<file path="config.mk">
export PLATFORM = sky130hd
export DESIGN_NAME = video_timing_gen
export DESIGN_NICKNAME = d
export VERILOG_FILES = /design/src/rtl/video_timing_pkg.sv /design/src/rtl/video_timing_gen_timing_axis.sv /design/src/rtl/video_timing_gen.sv
export SDC_FILE = /design/constraint.sdc
export NUM_CORES = 1
export LEC_CHECK = 0
export ABC_AREA = 1
export CORE_ASPECT_RATIO = 0.8
export CORE_UTILIZATION = 45
export CTS_CLUSTER_DIAMETER = 150
export DETAILED_ROUTE_END_ITERATION = 10
export PLACE_DENSITY = 0.71
export SLEW_MARGIN = 20
export SYNTH_ARGS = -nofsm -noshare
export SYNTH_HDL_FRONTEND = slang
export SYNTH_SLANG_ARGS = --single-unit
export TNS_END_PERCENT = 20
</file>
<file path="constraint.sdc">
create_clock -name clk -period 2.6 [get_ports clk]
set_clock_uncertainty 0.2 [all_clocks]
set_input_delay 0.26 -clock clk [delete_from_list [all_inputs] [get_ports clk]]
set_output_delay 0.26 -clock clk [all_outputs]
set_load 0.005 [all_outputs]
</file>
<file path="src/rtl/video_timing_pkg.sv">
`default_nettype none
// ============================================================================
//  Module      : video_timing_pkg
//  Description : Shared constants and helpers for the raster timing generator.
//                Holds the default Neo Geo style raster geometry, the flag
//                pair carried by each timing axis, and the counter width
//                helper used to size hcount/vcount.
//  Revision    : 1.0 - initial release
// ============================================================================
package video_timing_pkg;

  // Default horizontal geometry (pixels)
  localparam int H_TOTAL_DEF      = 384;
  localparam int H_ACTIVE_DEF     = 320;
  localparam int H_SYNC_START_DEF = 336;
  localparam int H_SYNC_LEN_DEF   = 32;

  // Default vertical geometry (lines)
  localparam int V_TOTAL_DEF      = 264;
  localparam int V_ACTIVE_DEF     = 224;
  localparam int V_SYNC_START_DEF = 236;
  localparam int V_SYNC_LEN_DEF   = 8;

  // Default sync polarities: 1 = active-high
  localparam bit HS_POL_DEF = 1'b1;
  localparam bit VS_POL_DEF = 1'b1;

  // Registered level flags produced by one timing axis
  typedef struct packed {
    logic blank;
    logic sync;
  } axis_flags_t;

  // Counter width needed to hold 0..n-1
  function automatic int cnt_w(input int n);
    return $clog2(n);
  endfunction

endpackage : video_timing_pkg
`default_nettype wire

</file>
<file path="src/rtl/video_timing_gen_timing_axis.sv">
`default_nettype none
// ============================================================================
//  Module      : timing_axis
//  Description : One raster axis (horizontal or vertical). A wrap counter that
//                steps on adv_i, plus registered blank and sync flags decoded
//                from the counter value being loaded on the same edge, so the
//                flags always describe the count currently on count_o.
//  Ports       : clk          - clock
//                rst          - asynchronous active-high reset
//                adv_i        - advance the counter by one on this edge
//                count_o      - current position, 0..TOTAL-1
//                wrap_o       - adv_i while at TOTAL-1 (combinational)
//                blank_o      - registered, 1 when count_o >= ACTIVE
//                sync_o       - registered sync, active level = POL
//                blank_next_o - blank value being loaded this edge
//  Revision    : 1.0 - initial release
// ============================================================================
module timing_axis
  import video_timing_pkg::*;
#(
  parameter int TOTAL      = H_TOTAL_DEF,
  parameter int ACTIVE     = H_ACTIVE_DEF,
  parameter int SYNC_START = H_SYNC_START_DEF,
  parameter int SYNC_LEN   = H_SYNC_LEN_DEF,
  parameter bit POL        = 1'b1,
  parameter int W          = cnt_w(TOTAL)
) (
  input  logic         clk,
  input  logic         rst,
  input  logic         adv_i,
  output logic [W-1:0] count_o,
  output logic         wrap_o,
  output logic         blank_o,
  output logic         sync_o,
  output logic         blank_next_o
);

  // --------------------------------------------------------------------------
  // Geometry sanity, evaluated at elaboration
  // --------------------------------------------------------------------------
  if (TOTAL < 2) begin : g_chk_total
    $fatal(1, "timing_axis: TOTAL must be at least 2");
  end
  if (!(ACTIVE < TOTAL)) begin : g_chk_active
    $fatal(1, "timing_axis: ACTIVE must be less than TOTAL");
  end
  if (SYNC_START + SYNC_LEN > TOTAL) begin : g_chk_sync_end
    $fatal(1, "timing_axis: sync window extends past TOTAL");
  end
  if (SYNC_LEN < 1) begin : g_chk_sync_len
    $fatal(1, "timing_axis: SYNC_LEN must be at least 1");
  end

  // Compare thresholds carry one extra bit so SYNC_START+SYNC_LEN == 2**W
  // is still representable.
  localparam logic [W-1:0] C_LAST       = W'(TOTAL - 1);
  localparam logic [W:0]   C_ACTIVE     = (W+1)'(ACTIVE);
  localparam logic [W:0]   C_SYNC_START = (W+1)'(SYNC_START);
  localparam logic [W:0]   C_SYNC_END   = (W+1)'(SYNC_START + SYNC_LEN);

  logic [W-1:0] count_q, count_d;
  axis_flags_t  flags_q, flags_d;
  logic         at_last;
  logic         in_sync;

  always_comb begin
    at_last = (count_q == C_LAST);
    count_d = count_q;
    flags_d = flags_q;
    in_sync = 1'b0;
    if (adv_i) begin
      // Wrap by explicit compare; the counter never relies on overflow.
      count_d       = at_last ? '0 : count_q + W'(1);
      in_sync       = ({1'b0, count_d} >= C_SYNC_START) &&
                      ({1'b0, count_d} <  C_SYNC_END);
      flags_d.blank = ({1'b0, count_d} >= C_ACTIVE);
      flags_d.sync  = in_sync ? POL : ~POL;
    end
  end

  // Reset parks the axis on its last position so the first advance lands on 0.
  always_ff @(posedge clk or posedge rst) begin
    if (rst) begin
      count_q       <= C_LAST;
      flags_q.blank <= 1'b1;
      flags_q.sync  <= ~POL;
    end else begin
      count_q <= count_d;
      flags_q <= flags_d;
    end
  end

  assign count_o      = count_q;
  assign wrap_o       = adv_i & at_last;
  assign blank_o      = flags_q.blank;
  assign sync_o       = flags_q.sync;
  assign blank_next_o = flags_d.blank;

endmodule : timing_axis
`default_nettype wire

</file>
<file path="src/rtl/video_timing_gen.sv">
`default_nettype none
// ============================================================================
//  Module      : video_timing_gen
//  Description : Raster timing source. Produces hsync/vsync, blanking, data
//                enable and pixel/line counters, advancing only on ce_pix
//                while freeze is low. Every output is registered and decoded
//                from the counter values loaded on the same edge, so flags and
//                counters are always coherent.
//  Ports       : clk         - system clock
//                sys_reset   - asynchronous active-high reset
//                ce_pix      - pixel clock enable (1-clk pulses)
//                freeze      - 1 = hold counters and level outputs
//                hcount      - pixel index within the line
//                vcount      - line index within the frame
//                hsync/vsync - sync outputs, active level set by HS_POL/VS_POL
//                hblank      - hcount >= H_ACTIVE
//                vblank      - vcount >= V_ACTIVE
//                de          - visible pixel (~hblank & ~vblank)
//                line_start  - 1-clk pulse when hcount becomes 0
//                frame_start - 1-clk pulse when (hcount,vcount) becomes (0,0)
//  Revision    : 1.0 - initial release
// ============================================================================
module video_timing_gen
  import video_timing_pkg::*;
#(
  parameter int H_TOTAL      = H_TOTAL_DEF,
  parameter int H_ACTIVE     = H_ACTIVE_DEF,
  parameter int H_SYNC_START = H_SYNC_START_DEF,
  parameter int H_SYNC_LEN   = H_SYNC_LEN_DEF,
  parameter int V_TOTAL      = V_TOTAL_DEF,
  parameter int V_ACTIVE     = V_ACTIVE_DEF,
  parameter int V_SYNC_START = V_SYNC_START_DEF,
  parameter int V_SYNC_LEN   = V_SYNC_LEN_DEF,
  parameter bit HS_POL       = HS_POL_DEF,
  parameter bit VS_POL       = VS_POL_DEF
) (
  input  logic                        clk,
  input  logic                        sys_reset,
  input  logic                        ce_pix,
  input  logic                        freeze,
  output logic [cnt_w(H_TOTAL)-1:0]   hcount,
  output logic [cnt_w(V_TOTAL)-1:0]   vcount,
  output logic                        hsync,
  output logic                        vsync,
  output logic                        hblank,
  output logic                        vblank,
  output logic                        de,
  output logic                        line_start,
  output logic                        frame_start
);

  localparam int HW = cnt_w(H_TOTAL);
  localparam int VW = cnt_w(V_TOTAL);

  logic adv;
  logic h_wrap, v_wrap;
  logic hblank_next, vblank_next;
  logic de_q, de_d;
  logic line_start_q, line_start_d;
  logic frame_start_q, frame_start_d;

  // A frozen raster and a missing pixel enable behave identically.
  assign adv = ce_pix & ~freeze;

  timing_axis #(
    .TOTAL      (H_TOTAL),
    .ACTIVE     (H_ACTIVE),
    .SYNC_START (H_SYNC_START),
    .SYNC_LEN   (H_SYNC_LEN),
    .POL        (HS_POL),
    .W          (HW)
  ) u_h_axis (
    .clk          (clk),
    .rst          (sys_reset),
    .adv_i        (adv),
    .count_o      (hcount),
    .wrap_o       (h_wrap),
    .blank_o      (hblank),
    .sync_o       (hsync),
    .blank_next_o (hblank_next)
  );

  // The line counter steps once per horizontal wrap; h_wrap already
  // includes adv, so vsync can only change on a line boundary.
  timing_axis #(
    .TOTAL      (V_TOTAL),
    .ACTIVE     (V_ACTIVE),
    .SYNC_START (V_SYNC_START),
    .SYNC_LEN   (V_SYNC_LEN),
    .POL        (VS_POL),
    .W          (VW)
  ) u_v_axis (
    .clk          (clk),
    .rst          (sys_reset),
    .adv_i        (h_wrap),
    .count_o      (vcount),
    .wrap_o       (v_wrap),
    .blank_o      (vblank),
    .sync_o       (vsync),
    .blank_next_o (vblank_next)
  );

  always_comb begin
    // de uses the blank values being loaded this edge so it lines up with
    // the new counters; pulses fire only on the advancing edge.
    de_d          = ~hblank_next & ~vblank_next;
    line_start_d  = h_wrap;
    frame_start_d = v_wrap;
  end

  always_ff @(posedge clk or posedge sys_reset) begin
    if (sys_reset) begin
      de_q          <= 1'b0;
      line_start_q  <= 1'b0;
      frame_start_q <= 1'b0;
    end else begin
      de_q          <= de_d;
      line_start_q  <= line_start_d;
      frame_start_q <= frame_start_d;
    end
  end

  assign de          = de_q;
  assign line_start  = line_start_q;
  assign frame_start = frame_start_q;

endmodule : video_timing_gen
`default_nettype wire

</file>
==> out/summary.md, run 1 <==
The detailed router used layers up to and including met4. TritonCTS built the clock tree. For this block, the initial DRC count from the detailed router was 137.

The maximum frequency from static timing analysis was 449 MHz. Initial core utilization: 49.4%. The tools report the routability-driven placement congestion ratio as 0.904. After layout, the worst setup slack is 0.374 ns.

Leftover overflow at the end of global routing: 0. After Yosys synthesis, full adders, half adders and majority gates account for 1.75% of the synthesized area. The share of the core filled with cells in the final layout is 61.9%.

The startpoint identified for the worst register-to-register timing path is u_h_axis.count_o[0]. The tools report the post-synthesis cell count as 186. The area share of and/or/nand/nor cells after synthesis is 33.4%. The worst setup path is captured at a flop. Measured along the y axis, the die boundary spans 52.4 um. Dividing total power by cell area gives a power density of 620 nW/um^2.

In this run the worst hold path is classified as in -> async. After clock tree synthesis, the setup repair step added 0 buffers. Summing the sequential cell areas from Yosys gives 45.0% of the chip area. In the final routed layout, each cell accounts on average for 12.0 um. The endpoint identified for the worst register-to-register timing path is de. For the worst setup path, the data required time is 2.56 ns.

Counting cells, the worst reg-to-reg path comes to 8. The top fanout value on the critical path is 20. Number of cells upsized or downsized after cts: 0. The number of nets handed over by synthesis was 192. For the pin with the worst max-slew slack, the measured transition is 0.416 ns. The xor/xnor share of the synthesized area is 3.06%. The clock buffer count from CTS was 3. The clock edge transition at the registers on the reported setup and hold paths came out at 0.09 ns.

Setup repair after global routing left no endpoint under its margin. The sum of met3 wire segment lengths after detailed routing is 149 um, and the area share of the largest cell type after synthesis is 25.7%. After detailed routing, the number of vias per cell comes to 5.09. Of the available clock period, the critical path in the final layout requires 85.6%. Measured against its own limit, the worst slew margin works out to 72.2%.

The global routing usage summed across all routing layers is 20.9%. Of the post-synthesis cell area, the part taken by muxes is 0%. The tools report the initial antenna violation count as 0. Setup violations remaining at the end of the flow were counted as 0. The number of hold buffers added after CTS was 0. The worst register-to-register path has a setup slack of 0.37 ns. For the routed length on met1, the log shows 1500 um. For the full die area, the log shows 3410 um^2. The tool flagged a number of max-cap violations equal to 0. Port buffer count: 28. The critical path is of the reg -> reg type.

The largest family of logic cells by synthesized area was simple AND/OR/NAND/NOR gates. The setup TNS is 0 ns, and the total count of max-transition violations in the final report is 0. Leaving out fill and tap cells, the most frequent cell in the layout is nand2_1. Counting flops with a built-in enable in the synthesized netlist gives 0. During synthesis, Yosys emitted a total of 0 warnings. The worst-case setup slack after placement was 0.377 ns; the proportion of layout cells with a drive suffix above 1 was 13.4%. The area growth from synthesis to layout is 25.2%. Post-synthesis cell type with the largest combined area: dfstp_2.

The static leakage came out at 0.803 nW. Detailed routing placed a total of 1370 um of wire on met2. At the end of the flow, the number of nets in the layout was 223. In this run the deepest clock path goes through 2 buffers.

Across the VDD grid, the largest voltage drop is 0.000330 V. The run gives 1 as the H-tree depth. The run finished with clean final reports.

In this run the standard cell core region covers 2890 um^2. In the routed design, unresolved DRC markers number 0. By area the synthesized netlist is led by dfstp_2, dfrtp_1, nand2_1, nor2_1, inv_1. Distinct cell type count of the synthesized netlist: 29. The logs give 3050 um for the total wire length after detailed routing and 1430 um^2 for the cell area after synthesis. STA puts the critical path data arrival time at 2.19 ns. The wire-length estimate of the detail-placed layout is 2310 um. The count of nets left with antenna violations once routing finished came out at 0.

The via count is 1,294. In the layout the commonest cells are nand2_1, clkdlybuf4s50_1, nor2_1. The synthesized area per cell was 7.68 um^2; the number of hold violations in the final report was 0.

The tree is rooted in a clkbuf_8. The layout has 261 filler cells. The TritonCTS sink count was 25; the number of placement rows was 17. The final critical delay including setup and external delays was 2.23 ns.

The pin count of the biggest net entering global routing was 26. The antenna diode count is 0, and the wire length of the first global-routing pass is 5330 um. The flip-flop cell with the highest count after synthesis was dfstp_2. At the later pin of the worst-skew pair, clock insertion delay measures 0.26 ns. The number of iterations in the first detailed-routing pass is 4. The tools report the number of global-route vias before repair as 1,196. The type of origin of the critical path was a flop.

From left edge to right edge, the die measures 65 um. The synthesized-area fraction occupied by ao, oa, aoi and oai cells came out at 9.11%. During I/O placement, the number of pins put on the boundary was 29. For this run, asynchronously set or reset flops after synthesis account for 100%. Synthesized flop and latch total: 25.
per-stage QoR:
step	hold WS [ns]	std cells	cell area [um^2]	power [mW]
4_1_cts	0.140	254	1790	1.12
5_1_grt	0.166	254	1790	1.18
2_1_floorplan	0.0769	186	1430	0.720
6_report	0.137	254	1790	1.11
3_3_place_gp	0.269	250	1740	0.889
3_5_place_dp	0.279	250	1740	0.887
critical path: stages, from the launching register on:
cell,delay (ns)
dfstp_2,0.57
ha_1,0.24
nand4_4,0.15
nor2_4,0.13
nand3_4,0.11
nor2_4,0.35
or2_2,0.18
o21a_1,0.15
nor2_2,0.04
how the worst max path moves through the flow:
stage	from	depth (start not counted)	to	slack [ns]
finish	u_h_axis.count_o[0]	8	de	0.37
global route	u_h_axis.count_o[0]	8	de	0.21
CTS	u_h_axis.count_o[0]	8	de	0.36
detailed placement	u_h_axis.count_o[0]	8	de	0.38
global placement	u_h_axis.count_o[0]	8	de	0.47
floorplan	u_h_axis.count_o[0]	9	de	0.68
power by group:
part	internal [mW]	switching [mW]
clock	0.109	0.118
combinational	0.176	0.133
sequential	0.486	0.0868
synthesized netlist by cell type (2+ instances only):
master / instances
o21bai_1: 2
inv_1: 21
nor2_4: 2
dfrtp_1: 11
nand4_1: 3
xor2_1: 2
nor2_1: 23
a21oi_1: 3
xnor2_1: 3
ha_1: 2
nand2_1: 56
nand3_1: 14
dfstp_2: 14
o21a_1: 2
o21ai_0: 13
nor2_2: 2
area by class of cell:
cell class | instances | area, um^2 | area share, %
repair buffers | 30 | 295 | 16.5
inverters | 22 | 82.6 | 4.62
well taps | 38 | 47.5 | 2.66
clock buffers | 4 | 45.0 | 2.52
multi-input cells | 135 | 676 | 37.8
flip-flops and latches | 25 | 643 | 35.9
metal layers:
metal | up-vias | GRT usage, %
met5 | - | 0
met4 | 0 | 5.93
met3 | 4 | 4.78
met2 | 35 | 33.9
met1 | 607 | 27.9
li1 | 648 | -
registers in the layout, summed over array words and instances (netlist names):
register,count
u_h_axis.blank_o,1
line_start,1
frame_start,1
u_v_axis.sync_o,1
u_h_axis.sync_o,1
de,1
u_v_axis.count_o,9
u_h_axis.count_o,9
u_v_axis.blank_o,1
logic make-up after synthesis:
kind of cell,Yosys count
buffers and inverters,26
AOI/OAI and AO/OA,23
and+or+nand+nor,105
adders and majority gates,2
xor gates and xnor gates,5
DFF,25
Note: power is estimated with default switching activity, not from simulation.
==> run 2: changes to the inputs <==
- GPL_TIMING_DRIVEN: unset -> 1
==> results of run 2 <==
The final DEF is identical to that of run 1; final timing and power are the same.
==> run 3: changes to the inputs <==
- CORE_UTILIZATION: 45 -> 40
- HOLD_SLACK_MARGIN: unset -> 0.05
- PLACE_DENSITY: 0.71 -> unset
- SKIP_LAST_GASP: unset -> 1
==> run 3 against run 2 <==
Compared with the run above:
- non-clock buffer count is 1 higher
- sequential share of layout area down 0.27 points
- register-to-register slack better by 0.07 ns
- highest routed layer unchanged
- wire length up 1.8%
- sequential power barely moved
- maximum frequency grew 3.4%
- setup slack improved by 0.072 ns
- final area grew 0.77%
- global-route usage shrank 2.3 points
==> out/summary.md, run 3 (synthesized netlist as in run 1, its figures left out) <==
The tools report the total count of max-transition violations in the final report as 0 (unchanged). STA classifies the critical path endpoint as a flop. Port buffer count: 28 (unchanged).

Cell with the largest stage delay on the worst path: dfstp_2. The clock buffer count from CTS was 3 (unchanged); the total chip power was 1.11 mW (-0.16%). Setup repair after global routing left no endpoint under its margin. The worst path buffer plus inverter count is 0 (unchanged). The path type of the worst setup path was reg -> reg. The number of global-route vias before repair was 1,153 (-3.6%). The clock edge transition at the registers on the reported setup and hold paths was 0.09 ns (about the same). The most common library cell in the layout ignoring fill and taps was nand2_1. The run gives 0 ns (unchanged) as the setup TNS. The average wire per cell in the routed design was 12.0 um (-0.20%); the number of placed instances, taps included was 255 (+2.0%).

The growth of design area from synthesis to finish works out to 26.2%. The run gives 2 (unchanged) as the maximum clock insertion buffer count. The via count is 1,296 (+0.15%). The buffer cell driving the clock tree root is clkbuf_8. The kind of path behind the tightest hold check is in -> async. The tools report the leftover overflow at the end of global routing as 0 (unchanged).

The top fanout value on the critical path was 13 (-35%); the later-pin clock latency in the skew report was 0.27 ns (about the same). The initial antenna violation count came out at 0 (unchanged). The run gives 1 (unchanged) as the H-tree depth.

The logs give 0.811 nW (+1.0%) for the static leakage and 0.924 (+2.2%) for the routability-driven placement congestion ratio. For the normalized max-slew margin, the log shows 78.8% (+6.6 points). For the pin count of the biggest net entering global routing, the log shows 26 (unchanged). The die span in x is 68.8 um (+5.9%). The vertical die dimension is 55.5 um (+5.8%). The arrival time of data at the critical path endpoint was 2.12 ns (-0.07 ns); the proportion of layout cells with a drive suffix above 1 was 14.3% (+0.86 points). The detailed-placement wirelength estimate was 2360 um (+2.5%). The number of cells upsized or downsized after cts was 0 (unchanged). Traced cell by cell, the critical path runs through ha_1, nand4_4, nor2_4, nand3_4, nor2_4, or2_2, o21a_1, nor2_2.

The final period utilization is 82.8% (-2.8 points), and the maximum frequency from static timing analysis is 464 MHz (+3.4%). For the setup fix buffers added after clock tree synthesis, the log shows 0 (unchanged). The initial core utilization is 41.7% (-7.7 points). The run gives 224 (+0.45%) as the net count of the finished layout.

The full die area came out at 3820 um^2 (+12%). The top cell types in the final layout, fill and taps aside, are nand2_1, clkdlybuf4s50_1, nor2_1. The run gives 0 (unchanged) as the number of nets still failing antenna checks after routing. The number of buffers inserted for hold repair after clock tree synthesis came out at 0 (unchanged).

TritonCTS built the clock tree. TritonCTS sink count: 25 (unchanged). The total power per unit cell area was 614 nW/um^2 (-0.92%); the required time reported for the critical path endpoint was 2.57 ns (about the same). The share of the core filled with cells in the final layout came out at 52.7% (-9.2 points).

The average vias per placed instance is 5.00 (-1.8%). Counting stages on the worst path, the most repeated cell is nor2_4. The run gives 259 (+2.0%) as the post-route non-filler standard cell count. The transition time at the pin with the least slew margin is 0.318 ns (-0.0984 ns), and the final critical delay including setup and external delays is 2.15 ns (-0.0724 ns). Longest individual stage delay on the worst path: 0.57 ns (about the same). The tools report the antenna diode count as 0 (unchanged).

The run gives 3420 um^2 (+18%) as the core area. The max-cap violation count was 0 (unchanged); the number of top-level pins was 29 (unchanged). For the global routing usage summed across all routing layers, the log shows 18.6% (-2.3 points). For the first-iteration detailed-routing DRC count, the log shows 147 (+7.3%). The worst setup path is launched from a flop. The number of logic stages on the critical path including buffering works out to 8 (unchanged). Number of hold violations in the final report: 0 (unchanged). Residual DRC count: 0 (unchanged).

The flow ran to the end, and the final reports show no timing, DRC or antenna violations. The final setup violation count was 0 (unchanged). In this design, the largest share of critical-path delay is due to simple AND/OR/NAND/NOR gates. The logs give 5340 um (+0.26%) for the wire length of the first global-routing pass and 3110 um (+1.8%) for the total wire length after detailed routing.

The number of placement rows is 19 (+2). For the number of iterations in the first detailed-routing pass, the log shows 4 (unchanged). The maximum ir drop on the vdd rail came out at 0.000427 V (+29%). The path depth of the worst reg2reg path is 8 (unchanged).
[run 3: cell count changes in the layout (fill, tap and decap cells not counted)]
cell / previous run / this run
buf_4: 2 / 3
clkbuf_1: 1 / 0
clkinv_2: 0 / 1
[run 3: area by class of cell]
class / instances / area, um^2
Fill cell: 344 / 1620
Multi-Input combinational cell: 135 / 676
Sequential cell: 25 / 643
Timing Repair Buffer: 31 / 303
Inverter: 22 / 82.6
Tap cell: 42 / 52.6
Clock buffer: 3 / 41.3
Clock inverter: 1 / 5.00
[run 3: per-layer routing]
metal | GRT usage (%) | wire length [um]
met5 | 0 | 0
met4 | 3.79 | 16
met3 | 5.37 | 175
met2 | 24.4 | 1310
met1 | 29.8 | 1610
[run 3: tightest hold or removal path: cells and delay by family]
family	cells	cell delay [ns]
buffers and inverters	3	0.75
[run 3: final timing paths]
| kind | startpoint | slack (ns) | end |
|---|---|---|---|
| max | u_h_axis.count_o[0] | 0.45 | de |
| min | sys_reset | 0.14 | u_h_axis.count_o[7] |
| max reg2reg | u_h_axis.count_o[0] | 0.45 | de |
| min reg2reg | u_h_axis.sync_o | 0.30 | u_h_axis.sync_o |
| max in group asynchronous | sys_reset | 1.77 | u_h_axis.count_o[4] |
| min in group clk | u_h_axis.sync_o | 0.30 | u_h_axis.sync_o |
[run 3: stage by stage]
stage	hold slack (ns)	instance area (um^2)	setup slack [ns]
2_1_floorplan	0.0769	1430	0.681
3_3_place_gp	0.265	1760	0.462
3_5_place_dp	0.278	1760	0.438
4_1_cts	0.147	1800	0.411
5_1_grt	0.213	1800	0.287
6_report	0.142	1800	0.446
[run 3: power breakdown]
group | total (mW) | internal [mW] | switching, mW
sequential | 0.573 | 0.486 | 0.0869
clock | 0.228 | 0.107 | 0.121
combinational | 0.307 | 0.176 | 0.132
